<file path="config.mk">
export PLATFORM = sky130hd
export DESIGN_NAME = mmio_note_seq_flat
export DESIGN_NICKNAME = d
export VERILOG_FILES = /design/src/rtl/mmio_note_seq_if.sv /design/src/rtl/mmio_note_seq.sv /design/src/flat_wrapper.sv
export SDC_FILE = /design/constraint.sdc
export NUM_CORES = 1
export LEC_CHECK = 0
export ABC_AREA = 1
export CAP_MARGIN = 30
export CORE_MARGIN = 4
export CORE_UTILIZATION = 30
export DETAILED_ROUTE_END_ITERATION = 10
export REMOVE_ABC_BUFFERS = 1
export SKIP_CTS_REPAIR_TIMING = 1
export SLEW_MARGIN = 20
export SYNTH_ARGS = -nofsm -noshare
export SYNTH_HDL_FRONTEND = slang
export SYNTH_SLANG_ARGS = --single-unit
</file>
<file path="constraint.sdc">
create_clock -name i_clk -period 6.87 [get_ports i_clk]
set_clock_uncertainty 0.1 [all_clocks]
set_input_delay 1.374 -clock i_clk [delete_from_list [all_inputs] [get_ports i_clk]]
set_output_delay 1.374 -clock i_clk [all_outputs]
set_load 0.01 [all_outputs]
</file>
<file path="src/rtl/mmio_note_seq_if.sv">
// CPU-side MMIO slot bus of the note sequencer: select, strobes, address and data.
interface mmio_note_seq_if;
    logic        cs;
    logic        write;
    logic        read;
    logic [4:0]  addr;
    logic [31:0] write_data;
    logic [31:0] read_data;

    // Strobe protocol, no back-pressure: a write is accepted on every clock edge where
    // cs && write; read_data follows addr combinationally and has no side effects.
    modport master (output cs, write, read, addr, write_data, input  read_data);
    modport slave  (input  cs, write, read, addr, write_data, output read_data);
endinterface

</file>
<file path="src/rtl/mmio_note_seq.sv">
// Note sequencer MMIO slot: a FIFO of {tuning word, duration, gate} entries played on the audio tick.
// Optional macro NOTE_SEQ_LOOP_EN: ctrl.loop recirculates each popped entry to the FIFO tail.
module mmio_note_seq #(
    parameter int FIFO_AW = 4,
    parameter int FREQ_W  = 30,
    parameter int DUR_W   = 16
) (
    input  logic              i_clk,
    input  logic              i_reset_n,
    mmio_note_seq_if.slave    bus,
    input  logic              i_tick,
    output logic [FREQ_W-1:0] o_fccw,
    output logic              o_note_on,
    output logic              o_note_off,
    output logic              o_gate,
    output logic [1:0]        o_dbg_state
);
    localparam int DEPTH = 2 ** FIFO_AW;

    typedef enum logic [1:0] {
        ST_IDLE = 2'd0,
        ST_LOAD = 2'd1,
        ST_PLAY = 2'd2
    } state_t;

    typedef struct packed {
        logic [FREQ_W-1:0] freq;
        logic [DUR_W-1:0]  dur;
        logic [DUR_W-1:0]  gate;
    } entry_t;

    state_t             state;
    state_t             state_next;

    entry_t             mem [DEPTH];
    logic [FIFO_AW-1:0] wr_ptr;
    logic [FIFO_AW-1:0] rd_ptr;
    logic [FIFO_AW:0]   count;
    logic               empty;
    logic               full;

    logic [FREQ_W-1:0]  freq_stage;
    entry_t             cur;
    entry_t             push_entry;
    logic [DUR_W-1:0]   rem;
    logic [DUR_W-1:0]   el;
    logic [DUR_W-1:0]   gate_len;
    logic               ctrl_run;
    logic               ctrl_loop;
    logic               ovf;

    logic               wr_en;
    logic               wr_freq;
    logic               wr_push;
    logic               wr_ctrl;
    logic               flush;
    logic               clr_ovf;
    logic               push_ok;
    logic               push_drop;
    logic               pop;
    logic               recirc;
    logic               load;
    logic               tick_play;
    logic               last_tick;
    logic               gate_hit;
    logic [31:0]        read_mux;

    assign wr_en   = bus.cs && bus.write;
    assign wr_freq = wr_en && (bus.addr == 5'd0);
    assign wr_push = wr_en && (bus.addr == 5'd1);
    assign wr_ctrl = wr_en && (bus.addr == 5'd2);
    assign flush   = wr_ctrl && bus.write_data[1];
    assign clr_ovf = wr_ctrl && bus.write_data[2];

    assign empty = (count == '0);
    assign full  = (count == (FIFO_AW+1)'(DEPTH));

    assign push_entry.freq = freq_stage;
    assign push_entry.dur  = bus.write_data[DUR_W-1:0];
    assign push_entry.gate = bus.write_data[16+DUR_W-1:16];

    // In loop mode the popped entry owns the tail write port, so CPU pushes are refused.
    assign recirc    = pop && ctrl_loop;
    assign push_ok   = wr_push && !full && !ctrl_loop;
    assign push_drop = wr_push && (full || ctrl_loop);

    assign tick_play = (state == ST_PLAY) && i_tick;
    assign last_tick = tick_play && (rem == DUR_W'(1));
    assign gate_hit  = tick_play && (gate_len != '0) &&
                       (({1'b0, el} + (DUR_W+1)'(1)) == {1'b0, gate_len});

    assign o_dbg_state = state;

`ifdef NOTE_SEQ_LOOP_EN
    logic loop_reg;
    always_ff @(posedge i_clk) begin
        if (!i_reset_n) begin
            loop_reg <= 1'b0;
        end else if (wr_ctrl) begin
            loop_reg <= bus.write_data[3];
        end
    end
    assign ctrl_loop = loop_reg;
`else
    assign ctrl_loop = 1'b0;
`endif

    // ---------------- sequencing FSM ----------------
    always_ff @(posedge i_clk) begin
        if (!i_reset_n) begin
            state <= ST_IDLE;
        end else begin
            state <= state_next;
        end
    end

    always_comb begin
        state_next = state;
        pop        = 1'b0;
        load       = 1'b0;
        case (state)
            ST_IDLE: begin
                if (ctrl_run && !empty) begin
                    pop        = 1'b1;
                    state_next = ST_LOAD;
                end
            end
            ST_LOAD: begin
                load       = 1'b1;
                state_next = ST_PLAY;
            end
            ST_PLAY: begin
                // Chaining the pop onto the last tick gives gapless back-to-back notes.
                if (last_tick) begin
                    if (ctrl_run && !empty) begin
                        pop        = 1'b1;
                        state_next = ST_LOAD;
                    end else begin
                        state_next = ST_IDLE;
                    end
                end
            end
            default: state_next = ST_IDLE;
        endcase
        if (flush) begin
            state_next = ST_IDLE;
            pop        = 1'b0;
            load       = 1'b0;
        end
    end

    // ---------------- FIFO ----------------
    always_ff @(posedge i_clk) begin
        if (!i_reset_n) begin
            wr_ptr <= '0;
            rd_ptr <= '0;
            count  <= '0;
        end else if (flush) begin
            wr_ptr <= '0;
            rd_ptr <= '0;
            count  <= '0;
        end else begin
            if (pop) begin
                rd_ptr <= rd_ptr + FIFO_AW'(1);
            end
            if (push_ok || recirc) begin
                wr_ptr <= wr_ptr + FIFO_AW'(1);
            end
            if (push_ok && !pop) begin
                count <= count + (FIFO_AW+1)'(1);
            end else if (pop && !push_ok && !recirc) begin
                count <= count - (FIFO_AW+1)'(1);
            end
        end
    end

    always_ff @(posedge i_clk) begin
        if (recirc) begin
            mem[wr_ptr] <= mem[rd_ptr];
        end else if (push_ok) begin
            mem[wr_ptr] <= push_entry;
        end
    end

    // ---------------- voice outputs and note timers ----------------
    always_ff @(posedge i_clk) begin
        if (!i_reset_n) begin
            o_fccw     <= '0;
            o_note_on  <= 1'b0;
            o_note_off <= 1'b0;
            o_gate     <= 1'b0;
            rem        <= '0;
            el         <= '0;
            gate_len   <= '0;
            cur        <= '0;
        end else begin
            o_note_on  <= 1'b0;
            o_note_off <= 1'b0;
            if (pop) begin
                cur <= mem[rd_ptr];
            end
            if (flush) begin
                o_note_off <= o_gate;
                o_gate     <= 1'b0;
            end else if (load) begin
                o_fccw    <= cur.freq;
                o_note_on <= 1'b1;
                o_gate    <= 1'b1;
                rem       <= (cur.dur == '0) ? DUR_W'(1) : cur.dur;
                el        <= '0;
                gate_len  <= cur.gate;
            end else if (tick_play) begin
                rem <= rem - DUR_W'(1);
                el  <= el + DUR_W'(1);
                // An early release and the note end can coincide; o_gate keeps it to one pulse.
                if (o_gate && (gate_hit || last_tick)) begin
                    o_note_off <= 1'b1;
                    o_gate     <= 1'b0;
                end
            end
        end
    end

    // ---------------- CPU registers ----------------
    always_ff @(posedge i_clk) begin
        if (!i_reset_n) begin
            freq_stage <= '0;
            ctrl_run   <= 1'b0;
            ovf        <= 1'b0;
        end else begin
            if (wr_freq) begin
                freq_stage <= bus.write_data[FREQ_W-1:0];
            end
            if (wr_ctrl) begin
                ctrl_run <= bus.write_data[0];
            end
            if (push_drop) begin
                ovf <= 1'b1;
            end else if (clr_ovf) begin
                ovf <= 1'b0;
            end
        end
    end

    always_comb begin
        read_mux = '0;
        case (bus.addr)
            5'd0: read_mux = {16'b0, 8'(count), 4'b0, ovf, (state != ST_IDLE), full, empty};
            5'd1: read_mux = 32'(rem);
            5'd2: read_mux = {28'b0, ctrl_loop, 2'b0, ctrl_run};
            default: read_mux = '0;
        endcase
    end

    assign bus.read_data = read_mux;

endmodule

</file>
<file path="src/flat_wrapper.sv">
// flat-port wrapper written by rule: the top's interface ports become plain ports
module mmio_note_seq_flat 
#(
    parameter int FIFO_AW = 4,
    parameter int FREQ_W  = 30,
    parameter int DUR_W   = 16
)
  (i_clk, i_reset_n, i_tick, o_fccw, o_note_on, o_note_off, o_gate, o_dbg_state, bus_cs, bus_write, bus_read, bus_addr, bus_write_data, bus_read_data);
  mmio_note_seq_if bus_i ();
  input  logic i_clk;
  input  logic i_reset_n;
  input  logic i_tick;
  output logic [FREQ_W-1:0] o_fccw;
  output logic o_note_on;
  output logic o_note_off;
  output logic o_gate;
  output logic [1:0] o_dbg_state;
  input wire logic [$bits(bus_i.cs)-1:0] bus_cs;
  input wire logic [$bits(bus_i.write)-1:0] bus_write;
  input wire logic [$bits(bus_i.read)-1:0] bus_read;
  input wire logic [$bits(bus_i.addr)-1:0] bus_addr;
  input wire logic [$bits(bus_i.write_data)-1:0] bus_write_data;
  output wire logic [$bits(bus_i.read_data)-1:0] bus_read_data;
  assign bus_i.cs = bus_cs;
  assign bus_i.write = bus_write;
  assign bus_i.read = bus_read;
  assign bus_i.addr = bus_addr;
  assign bus_i.write_data = bus_write_data;
  assign bus_read_data = bus_i.read_data;
  mmio_note_seq #(.FIFO_AW(FIFO_AW), .FREQ_W(FREQ_W), .DUR_W(DUR_W)) u_core (.i_clk(i_clk), .i_reset_n(i_reset_n), .bus(bus_i), .i_tick(i_tick), .o_fccw(o_fccw), .o_note_on(o_note_on), .o_note_off(o_note_off), .o_gate(o_gate), .o_dbg_state(o_dbg_state));
endmodule
</file>
### Word level (Yosys, flattened, before mapping)

Memory sizes are Yosys's and may differ from the RTL's. A register that Yosys moved wholly into a read port is not among the register bits.
Cells that the tools add are included.

* $add $sub $neg: 7
* equal/unequal tests: 9
* muxes and demuxes: 30
* bitwise operators: 2
* reductions and logical operators: 37

Operator list (count)
* $mux 16: 5
* $pmux 16 s3: 1
* $mux 1: 18
* $add 16x1->17 const B: 1
* $eq 17x16->1: 1
* $add 16x1->16 const B: 1
* $eq 16x1->1 const B: 1
* $logic_and 1x1->1: 16
* $logic_not 16->1: 1
* $reduce_bool 16->1: 1
* $sub 16x1->16 const B: 1
* $logic_not 5->1: 2
* $mux 5: 2
* $reduce_bool 2->1: 5
* $add 4x1->4 const B: 2
* $reduce_and 2->1: 4
* $pmux 2 s3: 1
* $add 5x1->5 const B: 1
* $eq 5x1->1 const B: 1
* $eq 5x2->1 const B: 1
* $eq 5x5->1 const B: 1
* $logic_not 1->1: 5
* $sub 5x1->5 const B: 1
* $mux 2: 2
* other kinds (8): 10

* flip-flop bits (word level): 128
* bits in writable memories: 992
* input bits: 43
* output and inout port bits: 67
* logic and storage cells: 100
* memories: 1

Memory list
* u_core.mem: depth 16, bits a word 62, rd ports 1, clocked after memory_dff 1, write ports 1, line mmio_note_seq.sv:35 `entry_t mem [DEPTH];`

### Depth between registers and ports, before layout

* word-level depth: 10
* mapped depth: 19
* mapped depth without buffers: 19

### Least setup slack after synthesis

OpenSTA, ideal clock, no wires.

* path kind: input -> register
* start: in bus_addr[3]
* end: mem u_core.mem[11][0] (netlist bit) (enable)
* library setup time: 0.482 ns
* data arrival time: 5.048 ns
* data required time: 6.288 ns
* slack: 1.239 ns
* stages: 7
* path buffers: 0
* cells stage by stage: nor2_2 > nand2_1 > nor3_2 > inv_1 > nor3_2 > nand3_1 > nor2_1

* cells in the longest elaborated chain, start to end: 5

Ends and longest elaborated chain
* start: declaration: line flat_wrapper.sv:21 `input wire logic [$bits(bus_i.addr)-1:0] bus_addr;`
* $eq 5x1->1: line mmio_note_seq.sv:70 `assign wr_push = wr_en && (bus.addr == 5'd1);`
* $logic_and 1x1->1: line mmio_note_seq.sv:70
* $logic_and 1x1->1: line mmio_note_seq.sv:84 `assign push_ok = wr_push && !full && !ctrl_loop;`
* net u_core.push_ok: line mmio_note_seq.sv:58 `logic push_ok;`
* $mux 1: line mmio_note_seq.sv:180 `end else if (push_ok) begin`
* $mux 1 (implied by the code): line mmio_note_seq.sv:181 `mem[wr_ptr] <= push_entry;`
* end: declaration: line mmio_note_seq.sv:35

The timed path passes the listed nets, and every way through them passes these cells.

### Worst setup path after layout

* start: in bus_addr[3]
* end: out bus_read_data[9]

* cells in the longest elaborated chain, start to end: 2

Ends and longest elaborated chain
* $eq 5x2->1, or another cell as far along: line mmio_note_seq.sv:247 `case (bus.addr)`
* $pmux 16 s3 (*): line mmio_note_seq.sv:247
* end: declaration: line flat_wrapper.sv:23 `output wire logic [$bits(bus_i.read_data)-1:0] bus_read_data;`

Mark *: on every way between the ends. The rest lies on a longest branch, timed or not.

==> results.json <==
{
  "status": "complete, no violations",
  "layout.nets": 3818,
  "cp-end-kind": "output pin",
  "critPathSlowestCell": "o21ai_0",
  "syn_inst": 3762,
  "maxCapViolations": 0,
  "dieWidth_um": 401,
  "syn_avg_cell_area_sq_um": 12.3,
  "clock_latency_ns": 0.72,
  "final_cell_mix": "edfxtp_1 (992), nor2_1 (693), o21ai_0 (635)",
  "numCtsBuffers": 117,
  "io_pins": 110,
  "worstMarginPinSlew_ns": 1.20,
  "cts_tree": "done",
  "io_buffers": 92,
  "hold_slack_ns": 0.381,
  "setup_violations": 0,
  "fin_area_sq_um": 53400,
  "switching_share_pct": 19.8,
  "die_area_sq_um": 161000,
  "crit_top_cell": "clkdlybuf4s50_1",
  "met1_length_um": 54700,
  "grt_start_max_net_pins": 250,
  "die_h_um": 401,
  "p_int_uw": 11400,
  "mostFrequentLayoutCell": "edfxtp_1",
  "grt_pass1_vias": 29300,
  "drc": 0,
  "htree_levels": 3,
  "cp_max_fo": 17,
  "p_total_uw": 14200,
  "clockPowerShare_pct": 44.6,
  "cts.clk_slew.worst_paths_ns": 0.06,
  "drive_gt1_share_pct": 7.01,
  "vias": 30700,
  "track_usage_pct": 15.4,
  "highest_layer": "met5",
  "cp.required_ns": 5.40,
  "critPathTopFamily": "buffers and inverters",
  "rows": 144,
  "syn_to_final_growth_pct": 15.0,
  "drt-pass1-iter-count": 6,
  "path_buf_inv": 3,
  "critPathMaxStageDelay_ns": 0.73,
  "drv_slew": 0,
  "fin_tns_setup_ns": 0,
  "wl_um": 129000,
  "initial_core_util_pct": 30.1,
  "wl_per_cell_um": 21.8,
  "crit_path_start_kind": "input pin",
  "vias_per_cell": 5.20,
  "syn_area_sq_um": 46400,
  "combPwrFrac_pct": 0.9,
  "rsz0062_at_grt": "false",
  "fmax_mhz": 182,
  "wl_met2_um": 62400,
  "crit_path_cell_trace": "clkdlybuf4s50_1 > nor2_2 > nand2_1 > nor3_2 > inv_1 > o21ai_0 > clkdlybuf4s50_1",
  "fin_crit_sh_pct": 80.0,
  "wl_met3_um": 9220,
  "crit_type": "in -> out",
  "cts.path.max_buffers": 3,
  "root_buffer": "clkbuf_16",
  "power.share.sequential_pct": 54.5,
  "ant_nets": 0,
  "drt_iter0_drc": 3060,
  "ir_worst_vdd_v": 0.000200,
  "grt-ovfl-total": 0,
  "fin_util_pct": 34.7,
  "dp_hpwl_um": 66800,
  "antenna_found_initial": 9,
  "coreArea_sq_um": 154000,
  "powerDensity_nw_per_um2": 265,
  "arrival_ns": 4.02,
  "yosysUniqueCellTypes": 43,
  "placed_area_sq_um": 49600,
  "synth_warnings": 0,
  "gp_congestion": 0.810,
  "min_path_type": "reg -> reg",
  "synth_seq_area_share_pct": 72.3,
  "switchingPower_uw": 2810,
  "grt_pass1_wl_um": 192000,
  "max_slew_margin_pct": 20.0,
  "hold_viol": 0,
  "leakage_uw": 0.0179,
  "final.min_clock_period_ns": 5.49,
  "ys_seq_elements": 1182,
  "cts.sinks": 1182
}
-- flip-flops by register name (all words and copies together) (netlist names) --
register	flops
u_core.o_fccw	30
u_core.gate_len	16
u_core.ovf	1
u_core.o_note_on	1
u_core.freq_stage	30
u_core.mem	992
u_core.el	16
u_core.rem	16
u_core.o_dbg_state	2
u_core.ctrl_run	1
u_core.o_note_off	1
u_core.cur	62
u_core.wr_ptr	4
u_core.count	5
u_core.o_gate	1
u_core.rd_ptr	4
-- final cells by class --
class	count	area [sq um]
fillers	14900	101000
flip-flops and latches	1182	33600
multi-input cells	2210	11400
clock buffers	177	3250
well taps	2044	2560
repair buffers	146	1650
clock inverters	47	543
inverters	105	417
diodes	2	5.00
-- routing by layer --
metal  up-vias  track usage, %
met5         -               0
met4         8            4.17
met3       191            2.44
met2      1177            26.1
met1     15400            20.6
li1      14000               -
-- cell usage after synthesis --
library cell  count  share of area, %
nor3_2            3             0.065
inv_1            95              0.77
nand3_2           1             0.022
nor3_4            2             0.070
a21oi_1          54              0.58
buf_1             4             0.032
xor3_1            1             0.051
nor2_4            2             0.048
clkinv_4          1             0.019
xnor2_1           4             0.075
nand3_1         110               1.2
a32oi_1           1             0.019
o211ai_1         78               1.3
buf_6             7              0.17
nand3b_1          1             0.016
xor2_1            6              0.11
nor2_2            4             0.054
nand2_4           2             0.048
buf_2            58              0.63
nand2_2           2             0.027
o22ai_1          76               1.0
nor2_1          710               5.7
a211oi_1          2             0.032
dfxtp_1         190               8.2
o221ai_1        178               3.4
ha_1             12              0.32
nor3_1            1             0.011
o21ai_1          28              0.30
fa_1              1             0.043
edfxtp_1        992                64
conb_1            1            0.0081
o311ai_0          2             0.038
a31oi_1          67              0.90
o21ai_0         635               6.8
nand4_1          13              0.18
a21oi_2           1             0.019
nand2_1         187               1.5
o21bai_1          2             0.032
o31ai_1           2             0.032
inv_2             9             0.073
nor4_1            6             0.081
buf_4            21              0.34
clkbuf_1        190               1.5
-- power groups by stage --
| stage | Sequential [uW] | Clock [uW] | Combinational [uW] |
|---|---|---|---|
| finish | 7720 | 6320 | 135 |
| global route | 7720 | 6740 | 145 |
| global placement | 7880 | 0 | 133 |
| CTS | 7720 | 6420 | 136 |
| floorplan | 7880 | 0 | 26.0 |
| detailed placement | 7880 | 0 | 135 |
-- cell families after synthesis --
logic type | Yosys count | synth area share (%)
other | 1 | 0.00807
AND/OR/NAND/NOR | 1044 | 9.05
buffers and inverters | 385 | 3.56
XOR/XNOR | 11 | 0.240
AO/OA/AOI/OAI | 1126 | 14.4
flip-flops | 1182 | 72.3
adder cells (fa/ha/maj) | 13 | 0.366
-- stage by stage --
stage / cells / setup slack, ns
2_1_floorplan: 3497 / -15.95
3_3_place_gp: 5683 / 1.22
3_5_place_dp: 5685 / 1.24
4_1_cts: 5909 / 1.24
5_1_grt: 5911 / 1.18
6_report: 5913 / 1.38
-- tightest hold or removal path, delay by kind of cell (launching register included) --
| kind | cells | cell delay [ns] |
|---|---|---|
| DFF | 1 | 0.32 |
| and+or+nand+nor | 2 | 0.12 |
-- worst paths after layout --
path	from	endpoint	slack, ns	cells after the start
hold reg to reg	u_core.o_fccw[2]	u_core.o_fccw[2]	0.38	2
setup / recovery	bus_addr[3]	bus_read_data[9]	1.38	7
hold / removal	u_core.o_fccw[2]	u_core.o_fccw[2]	0.38	2
setup reg to reg	u_core.count[0]	u_core.mem[7][5]	3.32	7
Power figures use the tool's default switching activity.
